==> src/rtl/mac_pkg.sv <==
// Shared constants, S1 payload layout and the saturation helper for the
// pipelined signed fixed-point multiply-accumulate unit.
package mac_pkg;

  localparam int MAC_IWIDTH = 8;
  localparam int MAC_OWIDTH = 16;
  localparam int MAC_ACCW   = 24;
  localparam int PROD_W     = 2 * MAC_IWIDTH;
  localparam int FRAC_ACC   = 2 * MAC_IWIDTH - 2;

  // Everything stage 1 hands to the accumulator stage besides its valid bit.
  typedef struct packed {
    logic signed [PROD_W-1:0]     product;
    logic signed [MAC_IWIDTH-1:0] bias;
    logic                         first;
    logic                         last;
  } s1_payload_t;

  // Clamp a signed value to the representable range of a width-bit signed number.
  function automatic logic signed [63:0] saturate(input logic signed [63:0] value,
                                                  input int unsigned       width);
    logic signed [63:0] hi;
    logic signed [63:0] lo;
    hi = (64'sd1 <<< (width - 1)) - 64'sd1;
    lo = -(64'sd1 <<< (width - 1));
    if (value > hi) begin
      return hi;
    end else if (value < lo) begin
      return lo;
    end
    return value;
  endfunction

endpackage

==> src/rtl/mac_sat.sv <==
// Combinational signed saturation from IN_W to OUT_W bits, with a flag that
// is set whenever the value had to be clipped.
module mac_sat
  import mac_pkg::*;
#(
  parameter int IN_W  = 25,
  parameter int OUT_W = 24
) (
  input  logic signed [IN_W-1:0]  value,
  output logic signed [OUT_W-1:0] result,
  output logic                    sat
);

  logic signed [63:0] wide;
  logic signed [63:0] clipped;

  assign wide    = 64'(value);
  assign clipped = saturate(wide, OUT_W);
  assign result  = clipped[OUT_W-1:0];
  assign sat     = (clipped != wide);

endmodule

==> src/rtl/mac_pipe.sv <==
// Three-stage signed MAC: S1 registers a*b, S2 accumulates onto the group bias,
// S3 holds the saturated Q1.(OWIDTH-1) group result until it is taken.
module mac_pipe
  import mac_pkg::*;
#(
  parameter int IWIDTH = MAC_IWIDTH,
  parameter int OWIDTH = MAC_OWIDTH,
  parameter int ACCW   = MAC_ACCW
) (
  input  logic              clk,
  input  logic              rst_n,
  input  logic              in_valid,
  output logic              in_ready,
  input  logic [IWIDTH-1:0] a,
  input  logic [IWIDTH-1:0] b,
  input  logic [IWIDTH-1:0] bias,
  input  logic              first,
  input  logic              last,
  output logic              out_valid,
  input  logic              out_ready,
  output logic [OWIDTH-1:0] out_data,
  output logic              out_sat
);

  // Handshake: a beat moves on in_valid && in_ready, a result on
  // out_valid && out_ready; a result that is not taken freezes every stage.
  logic stall;
  assign stall    = out_valid && !out_ready;
  assign in_ready = !stall;

  // ---------------- S1: product register ----------------
  logic signed [2*IWIDTH-1:0] prod_in;
  logic                       s1_valid;
  s1_payload_t                s1;

  assign prod_in = $signed(a) * $signed(b);

  always_ff @(posedge clk or negedge rst_n) begin
    if (!rst_n) begin
      s1_valid <= 1'b0;
      s1       <= '0;
    end else if (!stall) begin
      s1_valid <= in_valid;
      if (in_valid) begin
        s1.product <= prod_in;
        s1.bias    <= bias;
        s1.first   <= first;
        s1.last    <= last;
      end
    end
  end

  // ---------------- S2: accumulator ----------------
  logic signed [2*IWIDTH-1:0] s1_prod;
  logic signed [IWIDTH-1:0]   s1_bias;
  logic signed [ACCW-1:0]     acc;
  logic signed [ACCW-1:0]     acc_next;
  logic signed [ACCW-1:0]     bias_ext;
  logic signed [ACCW-1:0]     base;
  logic signed [ACCW:0]       sum_wide;
  logic                       sticky;
  logic                       base_sticky;
  logic                       acc_sat;
  logic                       s2_fin;

  assign s1_prod = s1.product;
  assign s1_bias = s1.bias;

  // Bias is Q1.(IWIDTH-1); align it to the accumulator's FRAC_ACC fraction bits.
  assign bias_ext = {{(ACCW-IWIDTH){s1_bias[IWIDTH-1]}}, s1_bias} <<< (FRAC_ACC - (IWIDTH - 1));

  // acc still holds the finished sum while S3 samples it, so a beat that
  // directly follows a completed group must start from zero instead.
  always_comb begin
    base        = acc;
    base_sticky = sticky;
    if (s1.first) begin
      base        = bias_ext;
      base_sticky = 1'b0;
    end else if (s2_fin) begin
      base        = '0;
      base_sticky = 1'b0;
    end
  end

  assign sum_wide = {base[ACCW-1], base}
                  + {{(ACCW+1-2*IWIDTH){s1_prod[2*IWIDTH-1]}}, s1_prod};

  mac_sat #(
    .IN_W (ACCW + 1),
    .OUT_W(ACCW)
  ) u_acc_sat (
    .value (sum_wide),
    .result(acc_next),
    .sat   (acc_sat)
  );

  always_ff @(posedge clk or negedge rst_n) begin
    if (!rst_n) begin
      acc    <= '0;
      sticky <= 1'b0;
      s2_fin <= 1'b0;
    end else if (!stall) begin
      s2_fin <= s1_valid && s1.last;
      if (s1_valid) begin
        acc    <= acc_next;
        sticky <= base_sticky | acc_sat;
      end else if (s2_fin) begin
        acc    <= '0;
        sticky <= 1'b0;
      end
    end
  end

  // ---------------- S3: output register ----------------
  logic signed [ACCW:0]     acc_shl;
  logic signed [OWIDTH-1:0] out_next;
  logic                     out_clip;

  // One extra left shift turns Q.(FRAC_ACC) into the Q1.(OWIDTH-1) output format.
  assign acc_shl = {acc, 1'b0};

  mac_sat #(
    .IN_W (ACCW + 1),
    .OUT_W(OWIDTH)
  ) u_out_sat (
    .value (acc_shl),
    .result(out_next),
    .sat   (out_clip)
  );

  always_ff @(posedge clk or negedge rst_n) begin
    if (!rst_n) begin
      out_valid <= 1'b0;
      out_data  <= '0;
      out_sat   <= 1'b0;
    end else if (!stall) begin
      out_valid <= s2_fin;
      if (s2_fin) begin
        out_data <= out_next;
        out_sat  <= sticky | out_clip;
      end
    end
  end

endmodule

==> config.mk <==
export PLATFORM = sky130hd
export DESIGN_NAME = mac_pipe
export DESIGN_NICKNAME = d
export VERILOG_FILES = /design/src/rtl/mac_pkg.sv /design/src/rtl/mac_sat.sv /design/src/rtl/mac_pipe.sv
export SDC_FILE = /design/constraint.sdc
export NUM_CORES = 1
export LEC_CHECK = 0
export BUFFER_PORTS_ARGS = -buffer_cell sky130_fd_sc_hd__clkbuf_2
export CORE_AREA = 2 2 137 139
export DETAILED_ROUTE_END_ITERATION = 7
export DIE_AREA = 0 0 139 141
export PLACE_DENSITY_LB_ADDON = 0.12
export REMOVE_ABC_BUFFERS = 1
export SETUP_SLACK_MARGIN = 0.3
export SLEW_MARGIN = 30
export SYNTH_ARGS = -nofsm -noshare
export SYNTH_HDL_FRONTEND = slang
export SYNTH_SLANG_ARGS = --single-unit
export TNS_END_PERCENT = 100
==> constraint.sdc <==
create_clock -name clk -period 5 [get_ports clk]
set_clock_uncertainty 0.05 [all_clocks]
set_input_delay 0.5 -clock clk [delete_from_list [all_inputs] [get_ports clk]]
set_output_delay 0.5 -clock clk [all_outputs]
set_load 0.005 [all_outputs]
==> run_results.csv, run 1 <==
group,metric,value,unit
status,outcome,"completed",
synth,yosysUniqueCellTypes,63,
route,ant_nets,0,
clock_tree,clock-sinks,71,
route,drt_iter0_drc,214,
min_path,hp-class,"in2async",
final_layout,layout.cells.non_filler,1026,
sta,setup_violations,0,
setup_path,worstPathRequired,5.19,ns
final_layout,area_growth,12.1,%
grt,grt_pass1_vias,5557,
synth,ys_seq_area_share,26.2,%
sta,setup_tns,0,ns
floorplanning,rows,50,
placed_design,port_buffers,48,
grt,grt_pass1_wl,27700,um
sta,finalCritPeriodShare,87.5,%
clock_tree,hold_buffers,0,
power_and_ir_drop,p_leak,3.66,nW
grt,antenna_found_initial,0,
floorplanning,die_y,141,um
floorplanning,die_x,139,um
route,drtPass1Iterations,6,
route,vias_per_cell,5.19,
synth,ys_seq_elements,71,
power_and_ir_drop,ir_drop,0.330,mV
placed_design,place_hpwl,12700,um
sta,fmax,229,MHz
clock_tree,post_cts_buffers,0,
route,drt_wl_total,16200,um
sta,hold_viol,0,
setup_path,cp-start-kind,"input port",
sta,worst_pin_slew,0.748,ns
power_and_ir_drop,p_per_area,664,nW/um^2
clock_tree,numCtsBuffers,9,
floorplanning,coreArea,18300,um^2
synth,synthArstFlopShare,100,%
placed_design,gp_congestion,0.845,
setup_path,cp-end-kind,"register",
synth,yosysWarnings,0,
floorplanning,start_util,37.1,%
flow_run,max-cap-violations,0,
clock_tree,cts.path.max_buffers,2,
route,wl_per_cell,15.8,um
clock_tree,clkLatencyLatePin,0.34,ns
setup_path,path_class,"in2reg",
route,drc,0,
placed_design,dp.cells,1011,
synth,yosys-top-cells-area,"dfrtp_1 (26%), fa_1 (17%), ha_1 (9.8%)",
clock_tree,cts_root_buf,"clkbuf_16",
synth,syn_avg_cell_area,9.07,um^2
final_layout,diodes,0,
sta,finalCriticalPeriod,4.37,ns
synth,synth_top_area_share,26.2,%
sta,rsz0062_at_grt,"no",
synth,syn_inst,747,
sta,drv_slew,0,
grt,track_usage,17.3,%
clock_tree,cts_resized,0,
setup_path,critPathArrivalTime,4.57,ns
floorplanning,die_area,19600,um^2
synth,synthFlopType,"dfrtp_1",
grt,grt-ovfl-total,0,
route,vias,5321,
clock_tree,clk_pin_slew,0.06,ns
grt,grt_max_degree,72,
synth,yosysTopAreaCell,"dfrtp_1",
synth,synth_edf_count,0,
clock_tree,cts_tree,"built",
setup_path,crit_fanout,8,
floorplanning,ioPinCount,49,
final_layout,fillCellCount,1863,
clock_tree,cts_htree_levels,3,
setup_path,r2r_slack,0.94,ns
synth,synth_area,6770,um^2
sta,relSlewSlack,50.1,%
final_layout,nNetsFinal,927,
final_layout,drive_above_1_share,13.5,%
[layer usage]
layer | wire length (um) | track usage (%) | part of all wire (%) | vias up
li1 | - | - | - | 2620
met3 | 404 | 2.17 | 2.5 | 23
met5 | 0 | 0 | 0 | -
met4 | 392 | 5.64 | 2.4 | 0
met2 | 7920 | 30.7 | 49 | 88
met1 | 7460 | 21.9 | 46 | 2590
[per-stage QoR]
| stage | power, W | utilization (%) | cell area (um^2) | hold slack [ns] | setup WS, ns |
|---|---|---|---|---|---|
| 3_3_place_gp | 0.00428 | 39.7 | 7250 | 0.428 | 0.341 |
| 5_1_grt | 0.00557 | 41.6 | 7590 | 0.188 | 0.337 |
| 4_1_cts | 0.00510 | 41.6 | 7590 | 0.290 | 0.606 |
| 3_5_place_dp | 0.00433 | 39.7 | 7260 | 0.431 | 0.244 |
| 2_1_floorplan | 0.00348 | - | 6630 | 0.154 | 0.659 |
| 6_report | 0.00504 | 41.6 | 7590 | 0.131 | 0.626 |
[synthesized netlist by cell type, types with 7 or more instances]
cell type and n:
a211oi_1 11, a21o_1 26, a21oi_1 44, and2_1 50, clkbuf_1 18, dfrtp_1 71, fa_1 56, ha_1 53
inv_1 70, mux2_2 15, nand2_1 96, nand2b_1 7, nand3_1 9, nor2_1 24, nor3_1 22, o21a_1 9
o21ai_0 33, o21ai_1 25, xnor2_1 22, xor2_1 8
[registers in the layout (all words and copies together) (netlist names)]
signal / cells
out_data: 16
s1_prod: 16
sticky: 1
acc: 24
s2_fin: 1
s1_valid: 1
s1: 2
out_sat: 1
out_valid: 1
s1_bias: 8
[worst max-delay path, cell delays in order]
cell	delay (ns)
clkbuf_2	0.14
and2_1	0.19
fa_1	0.42
inv_1	0.09
fa_1	0.42
fa_1	0.47
fa_1	0.54
inv_1	0.04
ha_1	0.32
nor2b_1	0.14
o21ai_0	0.21
a21oi_1	0.13
o21a_1	0.19
o21a_1	0.20
o21a_1	0.18
o21a_1	0.17
o31ai_1	0.21
[layout by cell type, fill, tap and decap left out, types with 25 or more instances in the layout]
cell       n
a21oi_1   44
clkbuf_2  47
inv_1     70
and2_1    50
o21ai_0   33
o21ai_1   25
fa_1      56
a21o_1    26
dfrtp_1   71
ha_1      53
nand2_1   96
[cell families after synthesis]
family,count (synthesis),share of synthesized area (%)
AOI/OAI and AO/OA,182,17.1
xor gates and xnor gates,30,3.88
adders and majority gates,109,26.3
buffers and inverters,99,6.10
DFF,71,26.2
muxes,15,2.49
and+or+nand+nor,241,17.8
[power breakdown]
| part | leakage (nW) | switching (W) | internal (W) | total (W) |
|---|---|---|---|---|
| registers | 0.825 | 0.000206 | 0.000836 | 0.00104 |
| clock network | 0.159 | 0.000250 | 0.000486 | 0.000736 |
| logic | 2.67 | 0.00184 | 0.00143 | 0.00327 |
| total | 3.66 | 0.00229 | 0.00275 | 0.00504 |
[area by class of cell]
type / count / area, um^2 / share of cell area (%)
multi-input combinational: 577 / 4590 / 60.4
sequential: 71 / 1780 / 23.4
timing repair buffer: 58 / 334 / 4.40
tap: 234 / 293 / 3.86
inverter: 71 / 267 / 3.51
clock buffer: 10 / 229 / 3.01
clock inverter: 5 / 106 / 1.40
[final timing paths]
check                              endpoint        from  depth (start not counted)
max in group asynchronous            acc[8]       rst_n                          1
worst min-delay path            out_data[2]       rst_n                          1
worst max register to register      acc[19]       s1[1]                         14
worst min register to register   s1_prod[9]  s1_prod[9]                          2
min in group clk                 s1_bias[7]     bias[7]                          2
worst max-delay path            s1_prod[12]        a[1]                         17
(Power assumes the default switching activity.)
==> inputs of run 2 (changes only) <==
- ABC_AREA: unset -> 1
- CORE_AREA: 2 2 137 139 -> 2 2 144 146
- DIE_AREA: 0 0 139 141 -> 0 0 146 148
- GPL_TIMING_DRIVEN: unset -> 1
==> run_results.csv, run 2 <==
group,metric,value,unit
synth,ys_seq_elements,71,
clock_tree,hold_buffers,0,
sta,fmax,230,MHz
synth,yosysTopAreaCell,"dfrtp_1",
sta,finalCriticalPeriod,4.34,ns
clock_tree,clk_pin_slew,0.06,ns
setup_path,crit_fanout,9,
setup_path,cp-start-kind,"input port",
route,drtPass1Iterations,6,
floorplanning,die_y,148,um
synth,synth_edf_count,0,
grt,top_usage_layer,"met2",
power_and_ir_drop,internal_power,0.00262,W
floorplanning,start_util,37.3,%
sta,hold_viol,0,
grt,track_usage,17.8,%
synth,yosys-top-cells-area,"dfrtp_1 (24%), nand2_1 (17%), fa_1 (15%)",
grt,use_met2,31.2,%
setup_path,cp-end-kind,"register",
grt,grt_pass1_wl,31500,um
sta,finalCritPeriodShare,86.8,%
power_and_ir_drop,p_switching,0.00273,W
synth,syn_inst,1080,
route,drc,0,
route,drt_wl_total,18400,um
sta,drv_slew,0,
floorplanning,ioPinCount,49,
clock_tree,cts_htree_levels,3,
placed_design,gp_congestion,0.846,
power_and_ir_drop,total_power,0.00536,W
clock_tree,cts_tree,"built",
placed_design,place_hpwl,14800,um
clock_tree,clock-sinks,71,
final_layout,nNetsFinal,1246,
sta,setup_tns,0,ns
clock_tree,cts.path.max_buffers,2,
route,drt_iter0_drc,248,
synth,ys_seq_area_share,23.8,%
power_and_ir_drop,p_per_area,647,nW/um^2
sta,worst_pin_slew,0.683,ns
setup_path,worstPathRequired,5.15,ns
floorplanning,die_x,146,um
final_layout,mostFrequentLayoutCells,"nand2_1 (342), inv_1 (182), nor2_1 (94)",
power_and_ir_drop,sw_frac_of_total,51.0,%
power_and_ir_drop,pwr-share-seq,19.4,%
grt,antenna_found_initial,0,
grt,grt_max_degree,72,
final_layout,diodes,0,
power_and_ir_drop,combPwrFrac,67.4,%
setup_path,path_class,"in2reg",
placed_design,port_buffers,48,
synth,yosysWarnings,0,
power_and_ir_drop,ir_drop,0.218,mV
route,vias_per_cell,4.66,
clock_tree,numCtsBuffers,9,
grt,grt-ovfl-total,0,
clock_tree,cts_root_buf,"clkbuf_16",
final_layout,area_growth,10.7,%
final_layout,largest_reg_flops,24,
sta,rsz0062_at_grt,"no",
route,wl_per_cell,13.3,um
grt,met1_usage,23.5,%
synth,synth_common_cells,"nand2_1 (342), inv_1 (182), nor2_1 (95)",
sta,setup_violations,0,
route,vias,6442,
floorplanning,die_area,21600,um^2
synth,syn_avg_cell_area,6.92,um^2
final_layout,drive_above_1_share,8.90,%
synth,yosysUniqueCellTypes,31,
status,outcome,"completed",
final_layout,regMostFlops,"acc",
clock_tree,clkLatencyLatePin,0.34,ns
grt,grt_pass1_vias,6417,
floorplanning,rows,52,
grt,grt.met3_usage,1.73,%
flow_run,max-cap-violations,0,
synth,synth_top_area_share,23.8,%
synth,synthArstFlopShare,100,%
route,ant_nets,0,
sta,relSlewSlack,54.4,%
floorplanning,coreArea,20000,um^2
setup_path,critPathArrivalTime,4.49,ns
power_and_ir_drop,p_leak,4.61,nW
final_layout,final_common_cell,"nand2_1",
min_path,hp-class,"in2async",
power_and_ir_drop,clockPowerShare,13.3,%
synth,synthFlopType,"dfrtp_1",
synth,yosysMostFrequentCell,"nand2_1",
synth,synth_area,7480,um^2
## run 2: metal layers
layer / up-vias / wire [um]
met4: 0 / 374
li1: 3366 / -
met3: 22 / 462
met5: - / 0
met2: 115 / 8620
met1: 2939 / 8930
## run 2: kinds of logic (layout without fill, tap and decap cells)
logic type	Yosys count	in the layout	synth area share, %
AO/OA/AOI/OAI	134	134	9.92
XOR/XNOR	26	26	3.05
adder cells (fa/ha/maj)	109	109	23.9
buffers and inverters	226	258	11.8
flip-flops	71	71	23.8
AND/OR/NAND/NOR	514	514	27.6
## run 2: final timing paths
path,start,end,slack [ns],cells after the start
worst max register to register,s1[1],acc[17],1.39,14
worst min register to register,s1_bias[3],s1_bias[3],0.43,2
worst max-delay path,b[7],s1_prod[11],0.66,16
min in group clk,last,s1[0],0.31,3
max in group asynchronous,rst_n,s1_prod[14],4.33,1
worst min-delay path,rst_n,acc[3],0.13,1
## run 2: final cells by class
| cell class | instances | area, um^2 |
|---|---|---|
| clock buffer | 9 | 225 |
| inverter | 185 | 694 |
| multi-input combinational | 783 | 4830 |
| sequential | 71 | 1780 |
| timing repair buffer | 57 | 314 |
| clock inverter | 7 | 105 |
| fill | 2213 | 11800 |
| tap | 270 | 338 |
## run 2: timing repair
item                       CTS  global route
buffers inserted             0             0
setup endpoints to repair    0             1
resized for setup            0             1
## run 2: power groups by stage
| stage | registers (W) | clock network [W] | logic [W] |
|---|---|---|---|
| CTS | 0.00104 | 0.000734 | 0.00364 |
| global route | 0.00108 | 0.000759 | 0.00418 |
| floorplan | 0.000992 | 0 | 0.00275 |
| global placement | 0.00104 | 0 | 0.00361 |
| detailed placement | 0.00105 | 0 | 0.00362 |
| finish | 0.00104 | 0.000711 | 0.00361 |
## run 2: per-stage QoR
stage	hold slack (ns)	worst slack, ns	instances	utilization [%]	area [um^2]
5_1_grt	0.182	0.375	1382	41.3	8280
3_5_place_dp	0.418	0.290	1366	39.6	7940
3_3_place_gp	0.414	0.302	1366	39.6	7940
4_1_cts	0.281	0.652	1382	41.3	8270
6_report	0.125	0.660	1382	41.3	8280
2_1_floorplan	0.154	0.663	1039	-	7290
## run 2: worst max-delay path, cell delays in order
cell and delay, ns:
clkbuf_2 0.07, inv_1 0.12, or2_2 0.32, fa_1 0.53
inv_1 0.05, fa_1 0.50, fa_1 0.52, fa_1 0.49
ha_1 0.36, a21oi_1 0.23, o21ai_0 0.15, a21oi_1 0.23
nor2_1 0.07, nor2_1 0.12, xor2_1 0.14, o21ai_0 0.08
